`config.mk`:
```
export PLATFORM = sky130hd
export DESIGN_NAME = kf8288
export DESIGN_NICKNAME = d
export VERILOG_FILES = /design/src/rtl/kf8288_pkg.sv /design/src/rtl/kf8288.sv
export SDC_FILE = /design/constraint.sdc
export NUM_CORES = 1
export LEC_CHECK = 0
export ABC_AREA = 1
export CELL_PAD_IN_SITES_DETAIL_PLACEMENT = 0
export CELL_PAD_IN_SITES_GLOBAL_PLACEMENT = 1
export CORE_AREA = 10 10 62 64
export DETAILED_ROUTE_END_ITERATION = 7
export DIE_AREA = 0 0 72 74
export PLACE_DENSITY = 0.79
export SLEW_MARGIN = 10
export SYNTH_ARGS = -nofsm -noshare
export SYNTH_HDL_FRONTEND = slang
export SYNTH_SLANG_ARGS = --single-unit
```
`constraint.sdc`:
```
create_clock -name clock -period 1.13 [get_ports clock]
set_input_delay 0.226 -clock clock [delete_from_list [all_inputs] [get_ports clock]]
set_output_delay 0.226 -clock clock [all_outputs]
set_load 0.02 [all_outputs]
```
`src/rtl/kf8288_pkg.sv`:
```
// Shared status codes, cycle/state enums and the command decode for the KF8288 bus controller.
// Pure types and functions; no latency or flow-control behaviour of its own.
package KF8288_PKG;

  localparam logic [2:0] STS_INTA    = 3'b000;
  localparam logic [2:0] STS_IOR     = 3'b001;
  localparam logic [2:0] STS_IOW     = 3'b010;
  localparam logic [2:0] STS_HALT    = 3'b011;
  localparam logic [2:0] STS_FETCH   = 3'b100;
  localparam logic [2:0] STS_MEMR    = 3'b101;
  localparam logic [2:0] STS_MEMW    = 3'b110;
  localparam logic [2:0] STS_PASSIVE = 3'b111;

  typedef enum logic [2:0] {
    CT_INTA    = STS_INTA,
    CT_IOR     = STS_IOR,
    CT_IOW     = STS_IOW,
    CT_HALT    = STS_HALT,
    CT_FETCH   = STS_FETCH,
    CT_MEMR    = STS_MEMR,
    CT_MEMW    = STS_MEMW,
    CT_PASSIVE = STS_PASSIVE
  } cycle_t;

  typedef enum logic [2:0] {
    ST_IDLE = 3'd0,
    ST_T1   = 3'd1,
    ST_T2   = 3'd2,
    ST_T3   = 3'd3,
    ST_T4   = 3'd4
  } state_t;

  // Active-high internal view of the seven command strobes.
  typedef struct packed {
    logic mrdc;
    logic mwtc;
    logic amwc;
    logic iorc;
    logic iowc;
    logic aiowc;
    logic inta;
  } cmd_t;

  function automatic logic is_read(cycle_t ct);
    return ct inside {CT_INTA, CT_IOR, CT_FETCH, CT_MEMR};
  endfunction

  function automatic logic is_write(cycle_t ct);
    return ct inside {CT_IOW, CT_MEMW};
  endfunction

  // Read and advanced-write strobes span T2..T3; normal writes only T3.
  function automatic cmd_t decode_cmd(state_t st, cycle_t ct);
    cmd_t c;
    logic t23;
    logic t3;
    t23    = st inside {ST_T2, ST_T3};
    t3     = (st == ST_T3);
    c      = '0;
    c.mrdc  = t23 && (ct inside {CT_FETCH, CT_MEMR});
    c.iorc  = t23 && (ct == CT_IOR);
    c.inta  = t23 && (ct == CT_INTA);
    c.amwc  = t23 && (ct == CT_MEMW);
    c.aiowc = t23 && (ct == CT_IOW);
    c.mwtc  = t3  && (ct == CT_MEMW);
    c.iowc  = t3  && (ct == CT_IOW);
    return c;
  endfunction

endpackage

```
`src/rtl/kf8288.sv`:
```
// KF8288 bus controller: decodes CPU status into ALE/DEN/DT-R and command strobes via IDLE/T1..T4.
// Outputs registered one edge after status is sampled; AEN high or command_enable low forces commands off at once.
module kf8288
  import KF8288_PKG::*;
#(
  parameter int COMMAND_ENABLE_DELAY = 2
) (
  input  logic       clock,
  input  logic       reset_n,
  input  logic [2:0] processor_status_n,
  input  logic       address_enable_n,
  input  logic       command_enable,
  output logic       address_latch_enable,
  output logic       data_enable,
  output logic       data_transmit_receive_n,
  output logic       memory_read_command_n,
  output logic       memory_write_command_n,
  output logic       advanced_memory_write_command_n,
  output logic       io_read_command_n,
  output logic       io_write_command_n,
  output logic       advanced_io_write_command_n,
  output logic       interrupt_acknowledge_n
);

  localparam int CW = (COMMAND_ENABLE_DELAY < 1) ? 1 : $clog2(COMMAND_ENABLE_DELAY + 1);
  localparam logic [CW-1:0] DLY = CW'(COMMAND_ENABLE_DELAY);

  state_t        r_state;
  state_t        w_next_state;
  cycle_t        r_cycle_type;
  cycle_t        w_next_cycle_type;
  cycle_t        w_status;
  logic [CW-1:0] r_en_cnt;
  cmd_t          r_cmd;
  cmd_t          w_cmd;
  logic          r_ale;
  logic          w_ale;
  logic          r_den;
  logic          w_den;
  logic          r_dtr_n;
  logic          w_dtr_n;
  logic          w_cmd_ok;

  assign w_status = cycle_t'(processor_status_n);

  always_ff @(posedge clock or negedge reset_n) begin
    if (!reset_n) begin
      r_state      <= ST_IDLE;
      r_cycle_type <= CT_PASSIVE;
      r_en_cnt     <= '0;
      r_cmd        <= '0;
      r_ale        <= 1'b0;
      r_den        <= 1'b0;
      r_dtr_n      <= 1'b1;
    end else begin
      r_state      <= w_next_state;
      r_cycle_type <= w_next_cycle_type;
      r_cmd        <= w_cmd;
      r_ale        <= w_ale;
      r_den        <= w_den;
      r_dtr_n      <= w_dtr_n;
      if (address_enable_n) begin
        r_en_cnt <= '0;
      end else if (r_en_cnt < DLY) begin
        r_en_cnt <= r_en_cnt + CW'(1);
      end
    end
  end

  // Cycle type is captured only on leaving IDLE; mid-cycle status changes matter only as PASSIVE in T3.
  always_comb begin
    w_next_state      = r_state;
    w_next_cycle_type = r_cycle_type;
    case (r_state)
      ST_IDLE: begin
        if (w_status != CT_PASSIVE) begin
          w_next_state      = ST_T1;
          w_next_cycle_type = w_status;
        end
      end
      ST_T1:   w_next_state = ST_T2;
      ST_T2:   w_next_state = ST_T3;
      ST_T3:   if (w_status == CT_PASSIVE) w_next_state = ST_T4;
      ST_T4:   w_next_state = ST_IDLE;
      default: w_next_state = ST_IDLE;
    endcase
  end

  // Decode against the next state so the registered outputs line up with the state they describe.
  always_comb begin
    w_cmd   = decode_cmd(w_next_state, w_next_cycle_type);
    w_ale   = (w_next_state == ST_T1);
    w_dtr_n = !(is_read(w_next_cycle_type) && (w_next_state != ST_IDLE));
    w_den   = (is_read(w_next_cycle_type) && (w_next_state inside {ST_T2, ST_T3})) ||
              (is_write(w_next_cycle_type) && (w_next_state == ST_T3));
  end

  assign w_cmd_ok = command_enable && !address_enable_n && (r_en_cnt >= DLY);

  assign address_latch_enable            = r_ale;
  assign data_transmit_receive_n         = r_dtr_n;
  assign data_enable                     = r_den && command_enable;
  assign memory_read_command_n           = !(r_cmd.mrdc  && w_cmd_ok);
  assign memory_write_command_n          = !(r_cmd.mwtc  && w_cmd_ok);
  assign advanced_memory_write_command_n = !(r_cmd.amwc  && w_cmd_ok);
  assign io_read_command_n               = !(r_cmd.iorc  && w_cmd_ok);
  assign io_write_command_n              = !(r_cmd.iowc  && w_cmd_ok);
  assign advanced_io_write_command_n     = !(r_cmd.aiowc && w_cmd_ok);
  assign interrupt_acknowledge_n         = !(r_cmd.inta  && w_cmd_ok);

endmodule

```
After elaboration in Yosys (flattened, before gate mapping)
Cells that the tools add are included. Widths: inputs -> output; s select.

Register bits after elaboration: 18. Input bits: 7. Output and inout port bits: 10.

Add/subtract/negate cells: 1. Magnitude comparators: 2. Eq/ne operators: 13. Multiplexer cells: 7. Reductions and logical operators: 38.

Operators with widths (number): $logic_and 1x1->1 (20); $eq 3x2->1 const B (5); $eq 3x3->1 const B (4); $mux 3 (4); $pmux 3 s4 (1); $eq 3x1->1 const B (3); $logic_not 1->1 (9); $reduce_bool 2->1 (4); $logic_not 3->1 (2); $mux 2 (2); $reduce_bool 4->1 (1); $ne 3x3->1 const B (1); $reduce_bool 3->1 (1); $add 2x1->2 const B (1); $ge 2x2->1 const B (1); $lt 2x2->1 const B (1); $logic_or 1x1->1 (1).

Depth between registers and ports, before layout
Gate-level depths: netlist of run 1.

Depth after elaboration: 7. Mapped depth: 8.

Least setup slack after synthesis of run 1
OpenSTA, ideal clock, no wires.

Kind: flip-flop to output port. Start: register r_en_cnt[0]. End: output advanced_io_write_command_n. Arrival time: 1.085 ns. Data required time: 0.904 ns. Setup slack: -0.181 ns. Cell stages (with the launch flop): 6. Buffers on the path: 0. Path through: dfrtp_1 > inv_1 > ha_1 > o21ai_0 > nor2_1 > nand2_1.

Cells in the longest elaborated chain, start to end: 4.

RTL lines: from (decl) (RTL line kf8288.sv:33) `logic [CW-1:0] r_en_cnt;`; from (signal assigned) (RTL line kf8288.sv:65) `r_en_cnt <= r_en_cnt + CW'(1);`; $ge 2x2->1 (RTL line kf8288.sv:98) `assign w_cmd_ok = command_enable && !address_enable_n && (r_en_cnt >= DLY);`; $logic_and 1x1->1 (RTL line kf8288.sv:98); $logic_and 1x1->1 (RTL line kf8288.sv:108) `assign advanced_io_write_command_n = !(r_cmd.aiowc && w_cmd_ok);`; $logic_not 1->1 (RTL line kf8288.sv:108); to (decl) (RTL line kf8288.sv:21) `output logic advanced_io_write_command_n,`.

No other way between the ends.

Worst setup path in the final report of run 1
Start: register r_en_cnt[0]. End: output memory_write_command_n.

Cells in the longest elaborated chain, start to end: 4.

RTL lines: $ge 2x2->1 (RTL line kf8288.sv:98); $logic_and 1x1->1 (RTL line kf8288.sv:98); $logic_and 1x1->1 (RTL line kf8288.sv:104) `assign memory_write_command_n = !(r_cmd.mwtc && w_cmd_ok);`; $logic_not 1->1 (RTL line kf8288.sv:104); to (decl) (RTL line kf8288.sv:17) `output logic memory_write_command_n,`.

No other way between the ends.

==> run_summary.xml, run 1 <==
<?xml version="1.0" encoding="UTF-8"?>
<metrics>
  <group name="outcome">
    <metric name="outcome" unit="">finished, violations left</metric>
    <metric name="violations" unit="">negative setup slack</metric>
  </group>
  <group name="global_routing">
    <metric name="grt_pass1_vias" unit="">698</metric>
    <metric name="globalRouteOverflowTotal" unit="">0</metric>
    <metric name="grt_first_pass_wirelength" unit="mm">2.83</metric>
    <metric name="grt_start_max_net_pins" unit="">19</metric>
    <metric name="grt_use_total" unit="">0.0653</metric>
    <metric name="number_of_antenna_violations_at_the_first_check_in_global_routing" unit="">0</metric>
  </group>
  <group name="timing">
    <metric name="measured_slew_at_the_worst_slew_check_pin" unit="ns">0.230</metric>
    <metric name="grt_setup_unrepaired" unit="">true</metric>
    <metric name="worst_slack" unit="ns">-0.449</metric>
    <metric name="relSlewSlack" unit="">0.845</metric>
    <metric name="hold_viol_final" unit="">0</metric>
    <metric name="setup_skew" unit="ns">0.00150</metric>
    <metric name="setup_violators_final" unit="">19</metric>
    <metric name="achievable-frequency" unit="MHz">633</metric>
    <metric name="slew_viol_final" unit="">0</metric>
    <metric name="fin_tns_setup" unit="ns">-4.09</metric>
    <metric name="finalCritPeriodShare" unit="">1.40</metric>
    <metric name="layout_min_cycle_time" unit="ns">1.58</metric>
  </group>
  <group name="run">
    <metric name="max-cap-violations" unit="">0</metric>
  </group>
  <group name="worst_setup_path">
    <metric name="critPathSlowestCell" unit="">sky130_fd_sc_hd__dfrtp_1</metric>
    <metric name="critPathLaunchType" unit="">flip-flop</metric>
    <metric name="cpLargestDelayFamily" unit="">flip-flops</metric>
    <metric name="cp_data_required_time" unit="ns">0.90</metric>
    <metric name="arrival" unit="ns">1.35</metric>
    <metric name="worstSetupEndpointType" unit="">output port</metric>
    <metric name="crit_buf_inv" unit="">2</metric>
    <metric name="crit_path_max_fanout" unit="">7</metric>
    <metric name="cp_slowest_stage_delay" unit="ns">0.40</metric>
    <metric name="critical_path_class" unit="">reg -&gt; out</metric>
    <metric name="path_cells" unit="">inv_2 -&gt; ha_4 -&gt; o21ai_4 -&gt; nor2_4 -&gt; nand2_1 -&gt; buf_6</metric>
  </group>
  <group name="cts">
    <metric name="cts_max_level" unit="">1</metric>
    <metric name="tritoncts_num_sinks" unit="">18</metric>
    <metric name="cts_buffers" unit="">3</metric>
    <metric name="worst_skew_pair.late_latency" unit="ns">0.28</metric>
    <metric name="tritoncts_clock_tree" unit="">done</metric>
    <metric name="cts.path.max_buffers" unit="">2</metric>
    <metric name="clk_transition_reported_paths" unit="ns">0.10</metric>
    <metric name="cts_root_buf" unit="">sky130_fd_sc_hd__clkbuf_4</metric>
  </group>
  <group name="logic_synthesis">
    <metric name="post-synth-top-area-fraction" unit="">0.438</metric>
    <metric name="synth.avg_cell_area" unit="µm²">9.00</metric>
    <metric name="synth_nets" unit="">97</metric>
    <metric name="synth_seq_cells" unit="">18</metric>
    <metric name="ys_top_cells_by_area" unit="">sky130_fd_sc_hd__dfrtp_1, sky130_fd_sc_hd__dfstp_2, sky130_fd_sc_hd__nand2_1</metric>
    <metric name="yosys.cell_types.count" unit="">20</metric>
    <metric name="syn_area" unit="µm²">801</metric>
    <metric name="area_leader_netlist" unit="">sky130_fd_sc_hd__dfrtp_1</metric>
    <metric name="yosysSeqAreaShare" unit="">0.569</metric>
    <metric name="synth_warnings" unit="">0</metric>
    <metric name="syn_inst" unit="">89</metric>
  </group>
  <group name="power">
    <metric name="power_frac_seq" unit="">0.348</metric>
    <metric name="pwr_total" unit="mW">3.07</metric>
    <metric name="proportion_of_total_power_due_to_net_switching" unit="">0.409</metric>
    <metric name="combPwrFrac" unit="">0.546</metric>
    <metric name="intPower" unit="mW">1.81</metric>
    <metric name="leakage" unit="nW">0.640</metric>
    <metric name="powerDensity" unit="mW/mm²">2270</metric>
    <metric name="p_switching" unit="mW">1.25</metric>
    <metric name="p_clk_frac" unit="">0.105</metric>
    <metric name="ir_worst_vdd" unit="mV">1.22</metric>
  </group>
  <group name="placement">
    <metric name="numPortBuffers" unit="">16</metric>
    <metric name="finalWeightedCongestion" unit="">0.809</metric>
    <metric name="placedInstanceArea" unit="mm²">0.00111</metric>
    <metric name="place_inst" unit="">147</metric>
    <metric name="dpl.hpwl" unit="mm">1.27</metric>
    <metric name="dp_slack" unit="ns">-0.677</metric>
  </group>
  <group name="floorplan">
    <metric name="floorplan.die.height" unit="µm">74</metric>
    <metric name="die-width" unit="µm">72</metric>
    <metric name="floorplan.initialDensity" unit="">0.301</metric>
    <metric name="core" unit="mm²">0.00266</metric>
    <metric name="die-area" unit="mm²">0.00533</metric>
    <metric name="floorplan.io_pins" unit="">17</metric>
    <metric name="num_rows" unit="">19</metric>
  </group>
  <group name="hold_path">
    <metric name="worst_hold_path_type" unit="">in -&gt; async</metric>
  </group>
  <group name="drt">
    <metric name="detail_route.vias_per_cell" unit="">4.51</metric>
    <metric name="drtAntennaViolNets" unit="">0</metric>
    <metric name="route.top_layer_used" unit="">met4</metric>
    <metric name="wirelength" unit="mm">1.83</metric>
    <metric name="met3RoutedLength" unit="µm">162</metric>
    <metric name="drt-met1-wl" unit="µm">697</metric>
    <metric name="dr_wl_met2" unit="µm">957</metric>
    <metric name="route.detailed.drc" unit="">0</metric>
    <metric name="wl_per_cell" unit="µm">11.6</metric>
    <metric name="vias" unit="">708</metric>
    <metric name="initialDrtViolationCount" unit="">7</metric>
    <metric name="drt_pre_antenna_iters" unit="">4</metric>
  </group>
  <group name="final_layout">
    <metric name="n_antenna_cell" unit="">0</metric>
    <metric name="layout-drive-gt1-share" unit="">0.563</metric>
    <metric name="layout.nets" unit="">135</metric>
    <metric name="flow.area_growth_from_synthesis" unit="%">68.9</metric>
    <metric name="final_cells" unit="">157</metric>
    <metric name="post-route-cell-area" unit="mm²">0.00135</metric>
    <metric name="nFillCells" unit="">254</metric>
  </group>
</metrics>
==> timing repair <==
| item | CTS | global route |
|---|---|---|
| buffers inserted | 2 | 4 |
| pin swaps | 6 | 11 |
| hold buffers | 0 | 0 |
| setup endpoints to repair | 19 | 18 |
| gates resized for setup | 71 | 35 |
==> final timing paths <==
path | slack, ns | depth (start not counted) | endpoint | start
min in group clock | 0.53 | 4 | r_state[2] | processor_status_n[1]
worst max register to register | -0.13 | 5 | r_cmd[1] | r_state[2]
worst min-delay path | 0.27 | 2 | r_en_cnt[0] | reset_n
worst min register to register | 0.53 | 2 | r_state[2] | r_state[2]
max in group asynchronous | 0.65 | 2 | r_cycle_type[1] | reset_n
worst max-delay path | -0.45 | 6 | memory_write_command_n | r_en_cnt[0]
==> worst reg2reg max path, cell delays in order, from the launching register on <==
cell                      delay, ns
sky130_fd_sc_hd__dfrtp_1       0.39
sky130_fd_sc_hd__buf_4         0.13
sky130_fd_sc_hd__nor2_1        0.19
sky130_fd_sc_hd__o21a_2        0.30
sky130_fd_sc_hd__nand2_2       0.09
sky130_fd_sc_hd__nor2_2        0.11
==> sequential cells by signal, summed over array words and instances, names as in the netlist <==
signal and cells:
address_latch_enable 1, data_transmit_receive_n 1, r_cmd 7, r_cycle_type 3, r_den 1, r_en_cnt 2, r_state 3
==> layer usage <==
metal  global-route usage  vias to the layer above
met2                0.113                       27
li1                     -                      355
met4               0.0258                        0
met5                    0                        -
met3               0.0306                        2
met1               0.0677                      324
==> cells in the final DEF (no fill, tap or decap) <==
cell type / instances
sky130_fd_sc_hd__dlygate4sd2_1: 2
sky130_fd_sc_hd__o21ai_2: 1
sky130_fd_sc_hd__nand3_1: 1
sky130_fd_sc_hd__buf_12: 1
sky130_fd_sc_hd__inv_4: 1
sky130_fd_sc_hd__o21bai_2: 1
sky130_fd_sc_hd__nor2_1: 5
sky130_fd_sc_hd__clkbuf_1: 1
sky130_fd_sc_hd__o21ai_1: 2
sky130_fd_sc_hd__nand3b_1: 1
sky130_fd_sc_hd__buf_2: 1
sky130_fd_sc_hd__clkdlybuf4s50_1: 4
sky130_fd_sc_hd__ha_4: 1
sky130_fd_sc_hd__nor3_1: 2
sky130_fd_sc_hd__inv_1: 7
sky130_fd_sc_hd__nand3_2: 1
sky130_fd_sc_hd__clkbuf_4: 3
sky130_fd_sc_hd__o21a_2: 1
sky130_fd_sc_hd__o21ai_4: 2
sky130_fd_sc_hd__dfrtp_1: 14
sky130_fd_sc_hd__nand4_1: 1
sky130_fd_sc_hd__buf_4: 12
sky130_fd_sc_hd__dfstp_2: 4
sky130_fd_sc_hd__nor2_2: 5
sky130_fd_sc_hd__nand2_1: 14
sky130_fd_sc_hd__nand2_8: 1
sky130_fd_sc_hd__nand2_4: 7
sky130_fd_sc_hd__inv_6: 1
sky130_fd_sc_hd__nand2_2: 7
sky130_fd_sc_hd__nand3_4: 3
sky130_fd_sc_hd__buf_6: 13
sky130_fd_sc_hd__inv_2: 3
sky130_fd_sc_hd__nor2_4: 2
sky130_fd_sc_hd__a21oi_1: 1
==> power by group through the flow <==
stage / logic (mW) / registers (mW) / clock network [mW]
after global routing: 1.82 / 1.10 / 0.371
final: 1.67 / 1.07 / 0.323
after detailed placement: 1.07 / 1.06 / 0
after CTS: 1.22 / 1.07 / 0.334
after floorplan: 0.654 / 1.09 / 0
after global placement: 1.04 / 1.06 / 0
==> synth_stat cells, drive strengths merged <==
library cell,instances
nand3b,1
nor2,12
o21bai,1
o21a,1
nor3,2
a21oi,1
dfstp,4
dfrtp,14
ha,1
nand2,29
nand4,1
inv,12
nand3,5
o21ai,5
==> layout make-up <==
class                           count  area, µm²  area share
Clock buffer                        4       26.3      0.0194
Inverter                           12       52.6      0.0389
Multi-Input combinational cell     59        460       0.340
Sequential cell                    18        455       0.337
Tap cell                           31       38.8      0.0287
Timing Repair Buffer               33        319       0.236
==> kinds of logic after synthesis <==
family | count (synthesis) | synth area share
simple gates | 50 | 0.297
flops | 18 | 0.569
compound gates | 8 | 0.0625
buf+inv | 12 | 0.0563
fa+ha+maj | 1 | 0.0156
==> metrics by stage <==
stage / utilization / hold WS, ns
global route: 0.508 / 0.275
global placement: 0.417 / 0.509
CTS: 0.451 / 0.264
finish: 0.508 / 0.267
detailed placement: 0.417 / 0.518
floorplan: - / -0.0696
No activity file was read; power rests on OpenSTA's default activity.
==> run 2: changes to the inputs <==
CTS_CLUSTER_SIZE = 40   (was unset)
HOLD_SLACK_MARGIN = 0.1   (was unset)
PLACE_DENSITY = 0.7   (was 0.79)
==> run_summary.xml, run 2 (synthesized netlist as in run 1, its figures left out) <==
<?xml version="1.0" encoding="UTF-8"?>
<metrics>
  <group name="final_layout">
    <metric name="top_reg_by_flops" unit="">r_cmd</metric>
    <metric name="flow.area_growth_from_synthesis" unit="%">65.0</metric>
    <metric name="nFillCells" unit="">245</metric>
    <metric name="n_antenna_cell" unit="">0</metric>
    <metric name="sequential_cell_area" unit="µm²">455</metric>
    <metric name="layout.nets" unit="">132</metric>
    <metric name="post-route-cell-area" unit="mm²">0.00132</metric>
    <metric name="mostFrequentLayoutCells" unit="">sky130_fd_sc_hd__dfrtp_1, sky130_fd_sc_hd__buf_6, sky130_fd_sc_hd__nand2_2, sky130_fd_sc_hd__buf_4, sky130_fd_sc_hd__nand2_1</metric>
    <metric name="layout_top_registers" unit="">r_cmd: 7 flops, r_cycle_type: 3 flops, r_state: 3 flops</metric>
    <metric name="layout-drive-gt1-share" unit="">0.598</metric>
    <metric name="area_used_by_multi_input_combinational_logic" unit="µm²">459</metric>
    <metric name="layout.cells.most_common" unit="">sky130_fd_sc_hd__dfrtp_1</metric>
    <metric name="largest_register_ffs" unit="">7</metric>
  </group>
  <group name="hold_path">
    <metric name="worst_hold_path_type" unit="">in -&gt; async</metric>
  </group>
  <group name="outcome">
    <metric name="outcome" unit="">finished, violations left</metric>
    <metric name="violations" unit="">negative setup slack</metric>
  </group>
  <group name="timing">
    <metric name="achievable-frequency" unit="MHz">613</metric>
    <metric name="worst_slack" unit="ns">-0.502</metric>
    <metric name="relSlewSlack" unit="">0.836</metric>
    <metric name="measured_slew_at_the_worst_slew_check_pin" unit="ns">0.245</metric>
    <metric name="finalCritPeriodShare" unit="">1.44</metric>
    <metric name="setup_skew" unit="ns">0.00335</metric>
    <metric name="setup_violators_final" unit="">16</metric>
    <metric name="grt_setup_unrepaired" unit="">true</metric>
    <metric name="slew_viol_final" unit="">0</metric>
    <metric name="hold_viol_final" unit="">0</metric>
    <metric name="layout_min_cycle_time" unit="ns">1.63</metric>
    <metric name="hold_ws" unit="ns">0.270</metric>
  </group>
  <group name="floorplan">
    <metric name="floorplan.die.height" unit="µm">74</metric>
    <metric name="die-width" unit="µm">72</metric>
    <metric name="die-area" unit="mm²">0.00533</metric>
    <metric name="floorplan.initialDensity" unit="">0.301</metric>
    <metric name="floorplan.io_pins" unit="">17</metric>
    <metric name="num_rows" unit="">19</metric>
    <metric name="core" unit="mm²">0.00266</metric>
  </group>
  <group name="drt">
    <metric name="wirelength" unit="mm">1.75</metric>
    <metric name="drt_pre_antenna_iters" unit="">2</metric>
    <metric name="initialDrtViolationCount" unit="">18</metric>
    <metric name="detail_route.vias_per_cell" unit="">4.36</metric>
    <metric name="drtAntennaViolNets" unit="">0</metric>
    <metric name="route.detailed.drc" unit="">0</metric>
    <metric name="wl_per_cell" unit="µm">11.4</metric>
    <metric name="vias" unit="">667</metric>
  </group>
  <group name="power">
    <metric name="leakage" unit="nW">0.637</metric>
    <metric name="ir_worst_vdd" unit="mV">1.19</metric>
    <metric name="powerDensity" unit="mW/mm²">2290</metric>
  </group>
  <group name="global_routing">
    <metric name="grt_use_total" unit="">0.0666</metric>
    <metric name="number_of_antenna_violations_at_the_first_check_in_global_routing" unit="">0</metric>
    <metric name="grt_first_pass_wirelength" unit="mm">2.95</metric>
    <metric name="grt_start_max_net_pins" unit="">19</metric>
    <metric name="grt_pass1_vias" unit="">679</metric>
    <metric name="globalRouteOverflowTotal" unit="">0</metric>
  </group>
  <group name="worst_setup_path">
    <metric name="worstSetupEndpointType" unit="">output port</metric>
    <metric name="critPathLaunchType" unit="">flip-flop</metric>
    <metric name="arrival" unit="ns">1.41</metric>
    <metric name="critical_path_class" unit="">reg -&gt; out</metric>
    <metric name="crit_path_max_fanout" unit="">4</metric>
    <metric name="cp_data_required_time" unit="ns">0.90</metric>
  </group>
  <group name="cts">
    <metric name="cts.path.max_buffers" unit="">2</metric>
    <metric name="worst_skew_pair.late_latency" unit="ns">0.28</metric>
    <metric name="tritoncts_num_sinks" unit="">18</metric>
    <metric name="tritoncts_clock_tree" unit="">done</metric>
    <metric name="cts_buffers" unit="">3</metric>
    <metric name="clk_transition_reported_paths" unit="ns">0.09</metric>
    <metric name="cts_max_level" unit="">1</metric>
    <metric name="cts_root_buf" unit="">sky130_fd_sc_hd__clkbuf_4</metric>
  </group>
  <group name="placement">
    <metric name="numPortBuffers" unit="">16</metric>
    <metric name="dpl.hpwl" unit="mm">1.22</metric>
    <metric name="finalWeightedCongestion" unit="">0.777</metric>
    <metric name="placedInstanceArea" unit="mm²">0.00109</metric>
  </group>
  <group name="run">
    <metric name="max-cap-violations" unit="">0</metric>
  </group>
</metrics>
## run 2: cell count changes in the layout (fill, tap and decap cells not counted), sizes merged
cell | previous run | this run
buf | 27 | 24
clkbuf | 4 | 3
## run 2: area by class of cell
cell class,instances,share of cell area
multi-input combinational,59,0.348
sequential,18,0.345
timing repair buffer,30,0.222
inverter,12,0.0398
tap,31,0.0294
clock buffer,3,0.0170
## run 2: routing by layer
layer	up-vias	routed length, µm	GRT usage	part of all wire
li1	342	-	-	-
met3	2	90	0.0186	0.052
met1	310	775	0.0814	0.44
met2	13	866	0.109	0.50
met5	-	0	0	0
met4	0	12	0.0258	0.0069
## run 2: path summary, 6_finish.rpt
path	start	endpoint	slack [ns]	cells past startpoint
hold reg to reg	r_state[2]	r_state[2]	0.55	2
min in group clock	processor_status_n[1]	r_state[2]	0.52	4
hold / removal	reset_n	r_cmd[0]	0.27	2
setup reg to reg	r_state[2]	r_cmd[0]	-0.15	5
setup / recovery	r_en_cnt[0]	io_read_command_n	-0.50	7
max in group asynchronous	reset_n	r_cycle_type[0]	0.65	2
## run 2: timing repair
item                       CTS  global route
setup endpoints to repair   19            19
pin swaps                   10             9
cloned                       0             0
hold buffers                 0             0
buffers inserted             4             3
hold endpoints to repair     0             0
resized for setup           75            34
## run 2: per-stage QoR
stage,setup TNS [ns],instances,util,worst slack [ns],total power [mW]
final,-4.25,153,0.496,-0.502,3.03
after global routing,-5.55,153,0.496,-0.589,3.29
after CTS,-3.85,151,0.449,-0.548,2.57
after detailed placement,-9.67,144,0.409,-0.684,2.10
after global placement,-9.49,144,0.409,-0.663,2.08
after floorplan,-0.335,89,-,-0.0553,1.74
## run 2: worst max-delay path: stages, from the launching register on
cell and delay, ns:
sky130_fd_sc_hd__dfrtp_1 0.39, sky130_fd_sc_hd__inv_1 0.07, sky130_fd_sc_hd__ha_2 0.17, sky130_fd_sc_hd__o21ai_2 0.06
sky130_fd_sc_hd__nor2_4 0.13, sky130_fd_sc_hd__buf_6 0.13, sky130_fd_sc_hd__nand2_2 0.05, sky130_fd_sc_hd__buf_6 0.12
## run 2: power breakdown
group          switching (mW)  total [mW]  internal (mW)
registers               0.136        1.08          0.939
clock network           0.173       0.297          0.124
logic                   0.943        1.66          0.715
total                    1.25        3.03           1.78
==> run 3: changes to the inputs <==
GPL_TIMING_DRIVEN = 0   (was unset)
SLEW_MARGIN = unset   (was 10)
==> run_summary.xml, run 3 (synthesized netlist as in run 1, its figures left out) <==
<?xml version="1.0" encoding="UTF-8"?>
<metrics>
  <group name="timing">
    <metric name="layout_min_cycle_time" unit="ns">1.59</metric>
    <metric name="relSlewSlack" unit="">0.486</metric>
    <metric name="slew_viol_final" unit="">0</metric>
    <metric name="achievable-frequency" unit="MHz">630</metric>
    <metric name="measured_slew_at_the_worst_slew_check_pin" unit="ns">0.768</metric>
    <metric name="setup_violators_final" unit="">17</metric>
    <metric name="hold_viol_final" unit="">0</metric>
    <metric name="worst_slack" unit="ns">-0.458</metric>
    <metric name="setup_skew" unit="ns">0.00428</metric>
    <metric name="grt_setup_unrepaired" unit="">true</metric>
    <metric name="finalCritPeriodShare" unit="">1.41</metric>
  </group>
  <group name="drt">
    <metric name="wirelength" unit="mm">1.78</metric>
    <metric name="route.detailed.drc" unit="">0</metric>
    <metric name="drtAntennaViolNets" unit="">0</metric>
    <metric name="initialDrtViolationCount" unit="">14</metric>
    <metric name="drt_pre_antenna_iters" unit="">2</metric>
    <metric name="vias" unit="">658</metric>
    <metric name="wl_per_cell" unit="µm">11.9</metric>
    <metric name="detail_route.vias_per_cell" unit="">4.42</metric>
  </group>
  <group name="global_routing">
    <metric name="number_of_antenna_violations_at_the_first_check_in_global_routing" unit="">0</metric>
    <metric name="grt_start_max_net_pins" unit="">19</metric>
    <metric name="grtUsageMet1" unit="">0.0723</metric>
    <metric name="grt_pass1_vias" unit="">640</metric>
    <metric name="grt_use_total" unit="">0.0628</metric>
    <metric name="globalRouteOverflowTotal" unit="">0</metric>
    <metric name="use_met2" unit="">0.105</metric>
    <metric name="grt.busiest_layer" unit="">met2</metric>
    <metric name="global_route.usage.met3" unit="">0.0213</metric>
    <metric name="grt_first_pass_wirelength" unit="mm">2.76</metric>
  </group>
  <group name="cts">
    <metric name="cts_max_level" unit="">1</metric>
    <metric name="worst_skew_pair.late_latency" unit="ns">0.29</metric>
    <metric name="cts_hold_buffers" unit="">0</metric>
    <metric name="cts_root_buf" unit="">sky130_fd_sc_hd__clkbuf_4</metric>
    <metric name="clk_transition_reported_paths" unit="ns">0.10</metric>
    <metric name="tritoncts_num_sinks" unit="">18</metric>
    <metric name="cts_buffers" unit="">3</metric>
    <metric name="cts.path.max_buffers" unit="">2</metric>
    <metric name="tritoncts_clock_tree" unit="">done</metric>
  </group>
  <group name="final_layout">
    <metric name="flow.area_growth_from_synthesis" unit="%">61.9</metric>
    <metric name="largest_register_ffs" unit="">7</metric>
    <metric name="layout.cells.most_common" unit="">sky130_fd_sc_hd__dfrtp_1</metric>
    <metric name="layout_top_registers" unit="">r_cmd: 7 flops, r_cycle_type: 3 flops, r_state: 3 flops</metric>
    <metric name="top_reg_by_flops" unit="">r_cmd</metric>
    <metric name="mostFrequentLayoutCells" unit="">sky130_fd_sc_hd__dfrtp_1, sky130_fd_sc_hd__nand2_1, sky130_fd_sc_hd__buf_6, sky130_fd_sc_hd__nand2_2</metric>
    <metric name="nFillCells" unit="">271</metric>
    <metric name="layout-drive-gt1-share" unit="">0.585</metric>
    <metric name="final_core_utilization" unit="">0.487</metric>
    <metric name="n_antenna_cell" unit="">0</metric>
    <metric name="layout.nets" unit="">127</metric>
  </group>
  <group name="worst_setup_path">
    <metric name="worstSetupEndpointType" unit="">output port</metric>
    <metric name="cpLargestDelayFamily" unit="">flip-flops</metric>
    <metric name="critPathSlowestCell" unit="">sky130_fd_sc_hd__dfrtp_1</metric>
    <metric name="critPathLaunchType" unit="">flip-flop</metric>
    <metric name="cp_data_required_time" unit="ns">0.90</metric>
    <metric name="crit_buf_inv" unit="">2</metric>
    <metric name="path_cells" unit="">inv_2 -&gt; ha_4 -&gt; o21ai_4 -&gt; nor2_4 -&gt; nand2_1 -&gt; buf_6</metric>
    <metric name="crit_path_max_fanout" unit="">7</metric>
    <metric name="critical_path_class" unit="">reg -&gt; out</metric>
    <metric name="arrival" unit="ns">1.36</metric>
    <metric name="cp_slowest_stage_delay" unit="ns">0.40</metric>
  </group>
  <group name="floorplan">
    <metric name="core" unit="mm²">0.00266</metric>
    <metric name="die-area" unit="mm²">0.00533</metric>
    <metric name="num_rows" unit="">19</metric>
    <metric name="die-width" unit="µm">72</metric>
    <metric name="floorplan.io_pins" unit="">17</metric>
    <metric name="floorplan.die.height" unit="µm">74</metric>
    <metric name="floorplan.initialDensity" unit="">0.301</metric>
  </group>
  <group name="placement">
    <metric name="numPortBuffers" unit="">16</metric>
    <metric name="finalWeightedCongestion" unit="">0.797</metric>
    <metric name="dpl.hpwl" unit="mm">1.14</metric>
  </group>
  <group name="outcome">
    <metric name="violations" unit="">negative setup slack</metric>
    <metric name="outcome" unit="">finished, violations left</metric>
  </group>
  <group name="hold_path">
    <metric name="worst_hold_path_type" unit="">in -&gt; async</metric>
  </group>
  <group name="run">
    <metric name="max-cap-violations" unit="">0</metric>
  </group>
  <group name="power">
    <metric name="powerDensity" unit="mW/mm²">2420</metric>
    <metric name="ir_worst_vdd" unit="mV">1.30</metric>
    <metric name="pwr_total" unit="mW">3.13</metric>
    <metric name="leakage" unit="nW">0.605</metric>
  </group>
</metrics>
-- run 3: power by group --
| group | internal, mW | switching [mW] | leakage (nW) |
|---|---|---|---|
| clock | 0.196 | 0.194 | 0.0210 |
| sequential | 0.941 | 0.143 | 0.221 |
| combinational | 0.706 | 0.953 | 0.363 |
-- run 3: final cells by class --
| type | count | area [µm²] | area share |
|---|---|---|---|
| Tap cell | 31 | 38.8 | 0.0299 |
| Timing Repair Buffer | 25 | 239 | 0.184 |
| Multi-Input combinational cell | 59 | 473 | 0.365 |
| Clock buffer | 4 | 36.3 | 0.0280 |
| Sequential cell | 18 | 457 | 0.352 |
| Inverter | 12 | 52.6 | 0.0405 |
-- run 3: worst reg2reg max path, delay by kind of cell (launching register included) --
family                 cells  cell delay [ns]
flip-flops                 1             0.44
AND/OR/NAND/NOR            6             0.66
buffers and inverters      1             0.10
-- run 3: metrics by stage --
step	instance area (µm²)	hold WS [ns]	setup slack, ns	TNS [ns]	std cells
floorplan	817	-0.0696	-0.0553	-0.335	89
global placement	1020	0.449	-0.679	-11.31	136
detailed placement	1020	0.452	-0.695	-11.38	136
CTS	1170	0.406	-0.494	-3.57	148
global route	1300	0.434	-0.562	-5.32	149
finish	1300	0.378	-0.458	-3.90	149
-- run 3: path summary, 6_finish.rpt --
kind / endpoint / slack, ns / start / depth (start not counted)
min reg2reg: r_state[2] / 0.48 / r_state[2] / 1
max reg2reg: r_cmd[2] / -0.11 / r_state[1] / 7
min: r_cmd[3] / 0.38 / reset_n / 1
max: io_write_command_n / -0.46 / r_en_cnt[0] / 6
max in group asynchronous: r_en_cnt[1] / 0.22 / reset_n / 1
min in group clock: r_state[2] / 0.44 / processor_status_n[1] / 3
-- run 3: layer usage --
metal | routed length (µm) | share of wire
met1 | 763 | 0.43
met4 | 12 | 0.0067
met3 | 120 | 0.067
met5 | 0 | 0
met2 | 883 | 0.50
-- run 3: what timing repair did --
action | in CTS | in global routing
setup endpoints to repair | 19 | 19
resized for setup | 74 | 36
hold endpoints to repair | 0 | 0
pin swaps | 11 | 18
buffers inserted | 8 | 2
